--- config.mk ---
export PLATFORM = sky130hd
export DESIGN_NAME = tfe_flow_update
export DESIGN_NICKNAME = d
export VERILOG_FILES = /design/src/rtl/tfe_flow_update.sv
export SDC_FILE = /design/constraint.sdc
export NUM_CORES = 1
export LEC_CHECK = 0
export ABC_AREA = 0
export BUFFER_PORTS_ARGS = -buffer_cell sky130_fd_sc_hd__buf_2
export CORE_MARGIN = 2
export CORE_UTILIZATION = 40
export DETAILED_ROUTE_END_ITERATION = 6
export PLACE_DENSITY = 0.72
export SYNTH_ARGS = -nofsm -noshare
export SYNTH_HDL_FRONTEND = slang
export SYNTH_SLANG_ARGS = --single-unit
--- constraint.sdc ---
create_clock -name clk -period 10.85 [get_ports clk]
set_clock_uncertainty 0.05 [all_clocks]
set_input_delay 2.17 -clock clk [delete_from_list [all_inputs] [get_ports clk]]
set_output_delay 2.17 -clock clk [all_outputs]
set_load 0.01 [all_outputs]
--- src/rtl/tfe_flow_update.sv ---
// Per-packet flow-state update stage: reads the hash-table entry for a packet,
// classifies it as a new or continuing flow, writes the entry back and emits features.
module tfe_flow_update #(
  parameter logic [33:0] TIMEOUT  = 34'd100000,
  parameter logic [3:0]  WAIT_MAX = 4'd15
) (
  input  logic        clk,
  input  logic        rst,
  input  logic        in_valid,
  output logic        in_ready,
  input  logic [15:0] in_hash,
  input  logic [33:0] in_time,
  output logic [15:0] q_raddr,
  output logic        q_read,
  input  logic [4:0]  q_pkt_cnt,
  input  logic [33:0] q_last_time,
  input  logic        q_word_valid,
  input  logic        q_rdata_valid,
  output logic [15:0] q_waddr,
  output logic        q_wea,
  output logic [39:0] q_wdata,
  output logic        out_valid,
  input  logic        out_ready,
  output logic [15:0] out_hash,
  output logic [4:0]  out_pkt_cnt,
  output logic [33:0] out_ipd,
  output logic        out_new_flow,
  output logic        err_timeout
);

  typedef enum logic [2:0] {IDLE, READ, WAIT, UPDATE, EMIT} state_t;

  state_t      state, state_next;
  logic [15:0] hash_r;
  logic [33:0] time_r;
  logic [3:0]  wait_cnt;

  logic [33:0] delta;
  logic        is_new;
  logic [4:0]  cnt_next;
  logic [33:0] ipd_next;
  logic        rd_hit;
  logic        wait_expired;

  assign in_ready     = (state == IDLE);
  assign rd_hit       = (state == WAIT) && q_rdata_valid;
  assign wait_expired = (state == WAIT) && !q_rdata_valid && (wait_cnt == WAIT_MAX - 4'd1);

  // Modular subtraction makes timestamp wrap-around transparent.
  assign delta    = time_r - q_last_time;
  assign is_new   = !q_word_valid || (delta > TIMEOUT);
  assign cnt_next = is_new ? 5'd1 :
                    (q_pkt_cnt == 5'd31) ? 5'd31 : q_pkt_cnt + 5'd1;
  assign ipd_next = is_new ? 34'd0 : delta;

  always_ff @(posedge clk or posedge rst) begin
    if (rst) state <= IDLE;
    else     state <= state_next;
  end

  // UPDATE is the cycle in which the write and the feature record are presented;
  // both are registered on the edge that accepts the read data.
  always_comb begin
    state_next = state;
    case (state)
      IDLE:    if (in_valid) state_next = READ;
      READ:    state_next = WAIT;
      WAIT: begin
        if (q_rdata_valid)     state_next = UPDATE;
        else if (wait_expired) state_next = IDLE;
      end
      UPDATE:  state_next = out_ready ? IDLE : EMIT;
      EMIT:    if (out_ready) state_next = IDLE;
      default: state_next = IDLE;
    endcase
  end

  always_ff @(posedge clk or posedge rst) begin
    if (rst) begin
      hash_r       <= '0;
      time_r       <= '0;
      wait_cnt     <= '0;
      q_read       <= 1'b0;
      q_raddr      <= '0;
      q_wea        <= 1'b0;
      q_waddr      <= '0;
      q_wdata      <= '0;
      out_valid    <= 1'b0;
      out_hash     <= '0;
      out_pkt_cnt  <= '0;
      out_ipd      <= '0;
      out_new_flow <= 1'b0;
      err_timeout  <= 1'b0;
    end else begin
      q_read      <= 1'b0;
      q_wea       <= 1'b0;
      err_timeout <= 1'b0;

      if (state == IDLE && in_valid) begin
        hash_r  <= in_hash;
        time_r  <= in_time;
        q_read  <= 1'b1;
        q_raddr <= in_hash;
      end

      if (state == READ)      wait_cnt <= '0;
      else if (state == WAIT) wait_cnt <= wait_cnt + 4'd1;

      if (wait_expired) err_timeout <= 1'b1;

      if (rd_hit) begin
        q_wea        <= 1'b1;
        q_waddr      <= hash_r;
        q_wdata      <= {cnt_next, time_r, 1'b1};
        out_valid    <= 1'b1;
        out_hash     <= hash_r;
        out_pkt_cnt  <= cnt_next;
        out_ipd      <= ipd_next;
        out_new_flow <= is_new;
      end else if (out_valid && out_ready) begin
        out_valid <= 1'b0;
      end
    end
  end

endmodule

* After elaboration in Yosys (flattened, before gate mapping)
Index checks and enable logic that the tools add are counted.
Cells by class: add/sub/neg operators 3, magnitude comparators 1, eq/ne operators 9, multiplexer cells 16, reduce and logical (&&, ||, !) cells 12
Operators with widths (count):
- $gt 34x17->1 const B | 1
- $mux 34 | 1
- $sub 34x34->34 | 1
- $mux 3 | 5
- $pmux 3 s5 | 1
- $mux 5 | 2
- $mux 4 | 2
- $eq 3x2->1 const B | 2
- $add 5x1->5 const B | 1
- $eq 5x5->1 const B | 1
- $logic_and 1x1->1 | 5
- $mux 1 | 5
- $add 4x1->4 const B | 1
- $eq 4x4->1 const B | 1
- $ne 2x2->1 const B | 2
- $reduce_bool 2->1 | 2
- $eq 3x1->1 const B | 1
- $eq 3x3->1 const B | 1
- $logic_not 3->1 | 1
- $ne 3x3->1 const B | 1
- $reduce_and 3->1 | 1
- $logic_not 1->1 | 2
- $logic_or 1x1->1 | 1
Word-level totals: register bits 157, input bits 95, output and inout bits 133, word-level logic and storage cells 54

* Logic depth before layout (Yosys ltp)
Gate-level depths: netlist of run 1.
depth after elaboration 6, gate-level depth with buffers 15, depth with buffers taken out 13

* Least setup slack after synthesis of run 1
Ideal clock, no wire load.
kind input port to flip-flop, start in q_last_time[0], end reg out_new_flow, setup time 0.121 ns, arrival 4.784 ns, setup slack 5.894 ns, cell stages on the path 14, cells stage by stage ha_1 inv_1 fa_1 a211oi_4 o21ai_2 a221oi_2 o21ai_0 xor2_1 a211o_1 a21oi_4 buf_6 buf_8 nand2_1 o22a_1
Between the ends: word-level cells in the longest chain between the ends 3
RTL lines:
- from (decl) | RTL line 16 | input logic [33:0] q_last_time,
- $sub 34x34->34 | RTL line 50 | assign delta = time_r - q_last_time;
- $gt 34x17->1 | RTL line 51 | assign is_new = !q_word_valid || (delta > TIMEOUT);
- $logic_or 1x1->1 | RTL line 51
- to (signal assigned) | RTL line 119 | out_new_flow <= is_new;
- to (decl) | RTL line 27 | output logic out_new_flow,
Every way passes these cells. A chain may end at the register's enable or synchronous reset.

* Worst setup path after layout of run 1
start in q_rdata_valid, end reg q_wdata[35]
Between the ends: word-level cells in the longest chain between the ends 1
RTL lines:
- from (decl) | RTL line 18 | input logic q_rdata_valid,
- $logic_and 1x1->1 | RTL line 46 | assign rd_hit = (state == WAIT) && q_rdata_valid;
- to (signal assigned) | RTL line 114 | q_wdata <= {cnt_next, time_r, 1'b1};
- to (decl) | RTL line 21 | output logic [39:0] q_wdata,
Every way passes these cells.

==> results of run 1 <==
-- worst max-delay path, stage by stage --
cell	delay, ns
buf_2	0.12
nand3_4	0.77
inv_2	0.19
buf_4	0.56
nand2_1	0.11
a21oi_1	0.14
o211ai_1	0.11
a211o_1	0.29
nor4_2	0.27
nand4_2	0.77
o22a_2	0.48
-- metrics by stage --
| step | cells | power [mW] |
|---|---|---|
| 2_1_floorplan | 892 | 2.079 |
| 3_3_place_gp | 1332 | 2.392 |
| 3_5_place_dp | 1332 | 2.423 |
| 4_1_cts | 1364 | 3.039 |
| 5_1_grt | 1364 | 3.262 |
| 6_report | 1364 | 3.018 |
-- placed cells by master, fill, tap and decap left out, drive strengths merged, types with 5 or more instances in the layout --
| cell type | count |
|---|---|
| clkbuf | 17 |
| inv | 53 |
| xnor2 | 7 |
| o21a | 5 |
| mux2 | 49 |
| a21oi | 41 |
| nor2b | 5 |
| or3 | 5 |
| nand3b | 7 |
| buf | 230 |
| ha | 36 |
| xor2 | 14 |
| a21o | 11 |
| a31oi | 6 |
| nand4 | 10 |
| nor2 | 27 |
| nand2 | 199 |
| nor3 | 12 |
| dfrtp | 152 |
| clkinv | 5 |
| nand3 | 24 |
| o21ai | 55 |
| o211ai | 10 |
| a211oi | 13 |
| o2111ai | 5 |
| and2 | 23 |
-- final timing paths --
path                                         start                       to  slack [ns]  depth (start not counted)
max                                  q_rdata_valid  q_wdata[35]$_DFFE_PP0P_        5.07                         11
min                        q_wdata[14]$_DFFE_PP0P_  q_wdata[14]$_DFFE_PP0P_        0.42                          2
max reg2reg                   state[2]$_DFFE_PP0P_  q_wdata[35]$_DFFE_PP0P_        6.17                         11
min reg2reg                q_wdata[14]$_DFFE_PP0P_  q_wdata[14]$_DFFE_PP0P_        0.42                          2
max in group asynchronous                      rst   out_ipd[9]$_DFFE_PP0P_        7.54                          3
min in group asynchronous                      rst  out_hash[7]$_DFFE_PP0P_        1.85                          2
-- state kept, by name, summed over array words and instances, names as in the netlist --
name,flops
err_timeout,1
hash_r,16
out_new_flow,1
time_r,34
q_wdata,40
out_ipd,34
q_read,1
state,3
out_valid,1
wait_cnt,4
q_wea,1
out_hash,16
-- Yosys cell counts, drive strengths merged (2+ instances only) --
cell type	number
nand4bb	4
nand3b	7
a311o	3
o211ai	10
o2111ai	5
buf	33
dfrtp	152
o221ai	2
a21oi	41
a31oi	6
ha	36
a221oi	4
mux2i	4
nor2b	5
a211o	3
or2	4
a311oi	2
xor2	14
nor3	12
nand2	199
nor4	2
nor2	27
inv	45
a211oi	13
o21bai	3
and3b	2
or2b	2
nand3	24
o22a	2
or3	5
mux2	49
a31o	2
and2	23
nand4	10
nor3b	4
xnor2	7
and4	2
clkbuf	32
o21ai	55
o21a	5
and3	3
nand2b	3
a21o	11
a21boi	2
-- power breakdown --
part           leakage, nW  internal, mW  total [mW]  switching (mW)
Combinational         2.94         0.617        1.51           0.893
Sequential            1.92         0.765       0.908           0.143
Clock                0.288         0.312       0.600           0.287
Total                 5.15          1.69        3.02            1.32
-- cells by family (layout without fill, tap and decap cells) --
logic type	Yosys count	in the layout	share of synthesized area
AO/OA/AOI/OAI	179	179	0.1525
XOR/XNOR	21	21	0.02155
adder cells (fa/ha/maj)	37	37	0.05512
buffers and inverters	110	307	0.07008
flip-flops	152	152	0.4457
multiplexers	53	53	0.06934
AND/OR/NAND/NOR	340	340	0.1858
-- final cells by class --
type	instances	area, um2	share of cell area
Timing Repair Buffer	230	1159	0.1132
Clock buffer	17	425.4	0.04155
Tap cell	275	344.1	0.03361
Clock inverter	15	178.9	0.01748
Sequential cell	152	3804	0.3715
Multi-Input combinational cell	630	4153	0.4056
Inverter	45	173.9	0.01699
-- per-layer routing --
layer	vias to the layer above	wire length, um
li1	3439	-
met1	3373	9574
met2	172	10260
met3	11	1079
met4	0	227
met5	-	0
==> impl_metrics.py, run 1 <==
metrics = {
    "synth": {
        "ys_seq_area_frac": 0.4457,
        "synth_warnings": 0,
        "yosys-top-cells-area": "dfrtp_1, nand2_1, mux2_2",
        "synthFlopType": "dfrtp_1",
        "syn_inst": 892,
        "synth_top_area_frac": 0.4457,
        "netlist_area_um2": 8534,
        "synth_edf_count": 0,
        "yosys.area.top_type": "dfrtp_1",
        "synth_seq_cells": 152,
        "syn_nets": 1024,
        "syn_area_per_cell_um2": 9.568,
        "post_synth_num_cell_types": 77,
        "async_flop_share": 1.000,
    },
    "layout": {
        "nets": 1208,
        "final_core_util": 0.4885,
        "n_fill_cell": 2006,
        "diodes": 0,
        "drive_gt1_frac": 0.3315,
        "areaGrowthSynthToFinish_pct": 19.95,
        "design_area_um2": 10240,
    },
    "timing": {
        "worst_slew_pin_slew_ns": 1.068,
        "grt_setup_unrepaired": "no",
        "slew_viol_final": 0,
        "maxSlewHeadroom": 0.2881,
        "period_needed_ns": 5.777,
        "hold_slack_ns": 0.4200,
        "final_hold_viol_count": 0,
        "worst_slack_ns": 5.073,
        "tns_ns": 0,
        "finalSetupViolCount": 0,
        "max_freq_ghz": 0.1731,
        "min_period_over_period": 0.5325,
    },
    "detailed_routing": {
        "drtIter0Drc": 381,
        "drc_errors": 0,
        "wl_per_cell_um": 15.50,
        "routed_wirelength_um": 21150,
        "viasPerCell": 5.128,
        "vias": 6995,
        "ant_nets": 0,
        "drt_first_pass_iters": 5,
    },
    "floorplanning": {
        "num_io_pins": 228,
        "die_h_um": 150.1,
        "fp.dieW_um": 150.1,
        "start_util": 0.4073,
        "dieArea_um2": 22520,
        "coreArea_um2": 20960,
        "fp-row-count": 53,
    },
    "power_and_ir_drop": {
        "power.density_nw_per_um2": 294.8,
        "p_leak_nw": 5.150,
        "ir_worst_vdd_uv": 129.7,
    },
    "placement": {
        "preCtsSetupSlack_ns": 4.575,
        "place_area_um2": 9633,
        "dpl.hpwl_um": 15060,
        "gp_congestion": 0.8073,
        "portBuffers": 227,
    },
    "clocking": {
        "cts.path.max_buffers": 2,
        "cts.reportedPaths.clkPinSlew_ns": 0.07,
        "clock_sinks": 152,
        "cts_tree": "built",
        "clock_latency_ns": 0.43,
        "hold_buffers": 0,
        "clockRootBuffer": "clkbuf_16",
        "cts_buffers": 17,
        "cts_resized": 0,
        "postCtsSetupRepairBufs": 0,
        "htree_levels": 4,
    },
    "setup_path": {
        "required_ns": 11.11,
        "endpoint_kind": "flip-flop",
        "cp_max_fo": 92,
        "arrival_ns": 6.04,
        "path_class": "in -> reg",
        "cp-start-kind": "input port",
    },
    "status": {
        "outcome": "completed",
    },
    "grt": {
        "grt_max_degree": 93,
        "grt-busiest-layer": "met2",
        "gr-total-overflow": 0,
        "grt_pass1_wl_um": 33740,
        "grt_usage": 0.1866,
        "first_global_vias": 6779,
        "grt_antenna_before_repair": 0,
        "grt_use_met2": 0.3142,
        "met1_usage": 0.2413,
        "grtUsageMet3": 0.04207,
    },
    "flow_run": {
        "drv_cap": 0,
    },
    "min_path": {
        "min_path_type": "reg -> reg",
    },
}
Note: power is estimated with default switching activity, not from simulation.
==> run 2, diff against run 1 <==
--- a/config.mk
+++ b/config.mk
@@ -10,7 +10,7 @@
 export CORE_MARGIN = 2
 export CORE_UTILIZATION = 40
 export DETAILED_ROUTE_END_ITERATION = 6
-export PLACE_DENSITY = 0.72
+export PLACE_DENSITY = 0.75
 export SYNTH_ARGS = -nofsm -noshare
 export SYNTH_HDL_FRONTEND = slang
 export SYNTH_SLANG_ARGS = --single-unit
==> constraint.sdc (replaced) <==
create_clock -name clk -period 4.9 [get_ports clk]
set_clock_uncertainty 0.05 [all_clocks]
set_input_delay 0.98 -clock clk [delete_from_list [all_inputs] [get_ports clk]]
set_output_delay 0.98 -clock clk [all_outputs]
set_load 0.01 [all_outputs]
==> run 2 against run 1 <==
- sequential power is 120% higher
- setup slack worse by 4.2 ns
- flip-flop and latch count did not move
- largest cell class unchanged
- global-route usage is 0.26 points higher
- sequential share of layout area shrank 0.11 points
==> impl_metrics.py, run 2 (synthesized netlist as in run 1, its figures left out) <==
metrics = {
    "setup_path": {
        "r2r_end": "q_wdata[35]$_DFFE_PP0P_",
        "endpoint_kind": "flip-flop",
        "critPathSlowestCell": "a21oi_4",
        "arrival_ns": 4.29,
        "required_ns": 5.16,
        "cp_max_fo": 23,
        "path_class": "in -> reg",
        "path_cells": "buf_2 > ha_1 > inv_1 > fa_1 > a211oi_4 > o21ai_2 > a221oi_2 > xor2_1 > o211ai_1 > a311o_1 > a21oi_4 > nand4_1 > o22a_2",
        "cp-start-kind": "input port",
        "startpoint": "q_last_time[0]",
        "reg2reg_slack_ns": 1.07,
        "worstRegToRegCells": 13,
        "crit_path_max_incr_delay_ns": 0.53,
        "critPathCapture": "q_wdata[35]$_DFFE_PP0P_",
        "r2r_start": "time_r[0]$_DFFE_PP0P_",
    },
    "placement": {
        "dpl.hpwl_um": 15540,
        "portBuffers": 227,
        "gp_congestion": 0.8578,
    },
    "detailed_routing": {
        "drtIter0Drc": 411,
        "routed_wirelength_um": 21290,
        "viasPerCell": 5.137,
        "ant_nets": 0,
        "vias": 7022,
        "drt_first_pass_iters": 5,
        "drc_errors": 0,
        "wl_per_cell_um": 15.57,
    },
    "timing": {
        "final_hold_viol_count": 0,
        "tns_ns": 0,
        "hold_slack_ns": 0.4116,
        "maxSlewHeadroom": 0.4257,
        "slew_viol_final": 0,
        "max_freq_ghz": 0.2481,
        "finalSetupViolCount": 0,
        "min_period_over_period": 0.8226,
        "worst_slew_pin_slew_ns": 0.8594,
        "grt_setup_unrepaired": "no",
        "period_needed_ns": 4.031,
    },
    "clocking": {
        "cts.path.max_buffers": 2,
        "postCtsSetupRepairBufs": 0,
        "cts_resized": 0,
        "clockRootBuffer": "clkbuf_16",
        "cts_tree": "built",
        "htree_levels": 4,
        "cts.reportedPaths.clkPinSlew_ns": 0.07,
        "hold_buffers": 0,
        "clock_sinks": 152,
        "clock_latency_ns": 0.42,
        "cts_buffers": 17,
    },
    "status": {
        "outcome": "completed",
    },
    "layout": {
        "largest_reg_flops": 40,
        "layout_common_cells": "buf_2, nand2_1, dfrtp_1",
        "nets": 1211,
        "biggestRegsByFlops": "q_wdata x40, out_ipd x34, time_r x34",
        "areaGrowthSynthToFinish_pct": 20.30,
        "top_register": "q_wdata",
        "diodes": 0,
        "mostFrequentLayoutCell": "buf_2",
        "drive_gt1_frac": 0.3333,
    },
    "grt": {
        "first_global_vias": 6848,
        "gr-total-overflow": 0,
        "grt_pass1_wl_um": 33930,
        "grt_max_degree": 89,
        "grt_antenna_before_repair": 0,
        "grt_usage": 0.1892,
    },
    "floorplanning": {
        "fp-row-count": 53,
        "fp.dieW_um": 150.1,
        "coreArea_um2": 20960,
        "dieArea_um2": 22520,
        "die_h_um": 150.1,
        "num_io_pins": 228,
        "start_util": 0.4073,
    },
    "power_and_ir_drop": {
        "power.density_nw_per_um2": 650.8,
        "ir_worst_vdd_uv": 250.2,
        "p_leak_nw": 5.166,
    },
    "flow_run": {
        "drv_cap": 0,
    },
    "min_path": {
        "min_path_type": "reg -> reg",
        "hold_start": "q_wdata[0]$_DFFE_PP0P_",
    },
}
-- run 2: cell types whose count changed in the layout (fill, tap and decap cells not counted) --
cell / before / now
buf_4: 3 / 5
clkinv_4: 0 / 2
inv_6: 4 / 2
buf_12: 0 / 1
clkinv_8: 5 / 4
inv_8: 5 / 6
-- run 2: worst max-delay path, delay by kind of cell --
kind | cells | cell delay, ns
AND/OR/NAND/NOR | 1 | 0.16
adder cells (fa/ha/maj) | 2 | 0.61
AO/OA/AOI/OAI | 7 | 2.16
XOR/XNOR | 1 | 0.22
buffers and inverters | 2 | 0.15
-- run 2: worst min-delay path by stage --
stage / end / slack [ns] / depth (start not counted)
detailed placement: q_wdata[0]$_DFFE_PP0P_ / 0.40 / 1
global placement: q_wdata[0]$_DFFE_PP0P_ / 0.40 / 1
global route: q_wdata[0]$_DFFE_PP0P_ / 0.43 / 1
floorplan: q_wdata[10]$_DFFE_PP0P_ / 0.41 / 2
finish: q_wdata[0]$_DFFE_PP0P_ / 0.41 / 1
CTS: q_wdata[0]$_DFFE_PP0P_ / 0.42 / 1
-- run 2: where the power goes --
part	leakage, nW	internal [mW]	switching [mW]
logic	2.96	1.37	1.97
clock network	0.291	0.691	0.637
registers	1.92	1.69	0.318
total	5.17	3.75	2.93
-- run 2: layer usage --
metal	part of all wire	global-route usage	up-vias
met2	0.48	0.3187	180
met1	0.44	0.2388	3381
met3	0.061	0.05335	23
li1	-	-	3438
met5	0	0	-
met4	0.014	0.05000	0
-- run 2: final cells by class --
class                           count  area (um2)
Tap cell                          275       344.1
Fill cell                        1981       10690
Multi-Input combinational cell    630        4153
Sequential cell                   152        3804
Clock inverter                     15       175.2
Clock buffer                       17       425.4
Inverter                           45       172.7
Timing Repair Buffer              233        1194
-- run 2: metrics by stage --
stage / setup slack, ns / util / area [um2] / power, mW / std cells
6_report: 0.8695 / 0.4900 / 10270 / 6.682 / 1367
5_1_grt: 0.6485 / 0.4900 / 10270 / 7.206 / 1367
4_1_cts: 0.9053 / 0.4900 / 10270 / 6.721 / 1367
3_5_place_dp: 0.4775 / 0.4613 / 9667 / 5.371 / 1335
3_3_place_gp: 0.6148 / 0.4613 / 9667 / 5.295 / 1335
2_1_floorplan: 1.134 / - / 8538 / 4.604 / 892
==> run 3, diff against run 2 <==
==> constraint.sdc (replaced) <==
create_clock -name clk -period 3.3 [get_ports clk]
set_clock_uncertainty 0.05 [all_clocks]
set_input_delay 0.66 -clock clk [delete_from_list [all_inputs] [get_ports clk]]
set_output_delay 0.66 -clock clk [all_outputs]
set_load 0.01 [all_outputs]
==> run 3 against run 2 <==
- the run now ends with setup timing left
- final cell count rose by 6.6%
- count of clock-buffer cells in the layout is the same
- power increased by 66%
- combinational power rose by 85%
==> impl_metrics.py, run 3 (synthesized netlist as in run 1, its figures left out) <==
metrics = {
    "setup_path": {
        "arrival_ns": 3.56,
        "worstRegToRegCells": 15,
        "r2r_start": "time_r[0]$_DFFE_PP0P_",
        "required_ns": 3.55,
        "r2r_end": "q_wdata[35]$_DFFE_PP0P_",
        "reg2reg_slack_ns": -0.005,
        "cp-start-kind": "flip-flop",
        "path_class": "reg -> reg",
        "endpoint_kind": "flip-flop",
        "cp_max_fo": 23,
    },
    "layout": {
        "nets": 1301,
        "final_core_util": 0.5307,
        "drive_gt1_frac": 0.3951,
        "design_area_um2": 11120,
        "biggestRegsByFlops": "q_wdata x40, out_ipd x34, time_r x34",
        "layout_common_cells": "buf_2, nand2_1, dfrtp_1",
        "diodes": 0,
        "top_register": "q_wdata",
        "mostFrequentLayoutCell": "buf_2",
        "fin_cells": 1457,
        "areaGrowthSynthToFinish_pct": 30.30,
        "largest_reg_flops": 40,
    },
    "timing": {
        "worst_slack_ns": -0.005336,
        "max_freq_ghz": 0.3025,
        "hold_slack_ns": 0.3633,
        "maxSlewHeadroom": 0.3680,
        "min_period_over_period": 1.002,
        "grt_setup_unrepaired": "yes",
        "worst_slew_pin_slew_ns": 0.9480,
        "slew_viol_final": 0,
        "final_hold_viol_count": 0,
        "period_needed_ns": 3.305,
        "finalSetupViolCount": 1,
        "tns_ns": -0.005336,
    },
    "grt": {
        "grt_max_degree": 153,
        "grt_antenna_before_repair": 0,
        "grt_pass1_wl_um": 34620,
        "grt_usage": 0.1938,
        "first_global_vias": 7089,
        "gr-total-overflow": 0,
    },
    "placement": {
        "placed_cells": 1420,
        "gp_congestion": 0.8432,
        "preCtsSetupSlack_ns": -0.3214,
        "place_area_um2": 10340,
        "portBuffers": 227,
        "dpl.hpwl_um": 15950,
    },
    "detailed_routing": {
        "wl_per_cell_um": 15.27,
        "routed_wirelength_um": 22250,
        "drtIter0Drc": 476,
        "drt_first_pass_iters": 5,
        "viasPerCell": 5.008,
        "drc_errors": 0,
        "vias": 7296,
        "ant_nets": 0,
    },
    "floorplanning": {
        "fp-row-count": 53,
        "fp.dieW_um": 150.1,
        "coreArea_um2": 20960,
        "start_util": 0.4073,
        "die_h_um": 150.1,
        "num_io_pins": 228,
        "dieArea_um2": 22520,
    },
    "min_path": {
        "min_path_type": "in -> reg",
        "whs_path_depth": 2,
        "hold_start": "out_ready",
        "min_to": "state[2]$_DFFE_PP0P_",
    },
    "clocking": {
        "cts_tree": "built",
        "cts.reportedPaths.clkPinSlew_ns": 0.07,
        "hold_buffers": 0,
        "cts.path.max_buffers": 2,
        "clock_latency_ns": 0.42,
        "cts_buffers": 17,
        "clockRootBuffer": "clkbuf_16",
        "clock_sinks": 152,
        "htree_levels": 4,
    },
    "status": {
        "outcome": "complete, but fails checks",
        "violations": "setup timing",
    },
    "flow_run": {
        "drv_cap": 0,
    },
    "power_and_ir_drop": {
        "ir_worst_vdd_uv": 382.1,
        "power.density_nw_per_um2": 999.8,
        "p_leak_nw": 5.626,
        "total_power_mw": 11.12,
    },
}
[run 3: how the worst max path moves through the flow]
| stage | start | end | slack, ns |
|---|---|---|---|
| detailed placement | q_last_time[1] | q_wdata[35]$_DFFE_PP0P_ | -0.32 |
| finish | time_r[0]$_DFFE_PP0P_ | q_wdata[35]$_DFFE_PP0P_ | -0.005 |
| CTS | time_r[0]$_DFFE_PP0P_ | q_wdata[35]$_DFFE_PP0P_ | -0.03 |
| global placement | q_last_time[0] | q_wdata[35]$_DFFE_PP0P_ | -0.24 |
| global route | time_r[0]$_DFFE_PP0P_ | q_wdata[35]$_DFFE_PP0P_ | -0.15 |
| floorplan | q_last_time[0] | out_new_flow$_DFFE_PP0P_ | -0.02 |
[run 3: critical path: stages, from the launching register on]
cell	delay [ns]
dfrtp_1	0.38
inv_2	0.09
ha_4	0.14
inv_2	0.04
fa_2	0.36
a211oi_4	0.28
o21ai_4	0.10
a221oi_2	0.29
buf_4	0.16
o21ai_1	0.14
a31oi_1	0.25
xor2_1	0.19
o311a_2	0.23
buf_12	0.19
nand4_1	0.11
o22a_2	0.19
[run 3: layer usage]
metal	up-vias	global-route usage	wire length, um
met3	15	0.04055	1179
met5	-	0	0
met1	3450	0.2448	9885
met4	0	0.05566	261
met2	213	0.3345	10930
li1	3618	-	-
[run 3: repair_timing]
action | CTS | global route
setup endpoints to repair | 1 | 23
resized for setup | 1 | 18
gates cloned | 0 | 1
hold endpoints to repair | 0 | 0
setup buffers | 1 | 3
pin swaps | 2 | 16
[run 3: area by class of cell]
cell class / instances / area, um2
clock buffers: 17 / 425.4
clock inverters: 15 / 173.9
fillers: 1941 / 9834
inverters: 45 / 172.7
multi-input cells: 630 / 4264
flip-flops and latches: 152 / 3804
well taps: 275 / 344.1
repair buffers: 323 / 1937
[run 3: report_power, final]
part | total [mW] | internal, mW | leakage (nW) | switching [mW]
Combinational | 6.17 | 2.89 | 3.42 | 3.28
Sequential | 3.00 | 2.51 | 1.92 | 0.482
Clock | 1.95 | 1.02 | 0.287 | 0.927
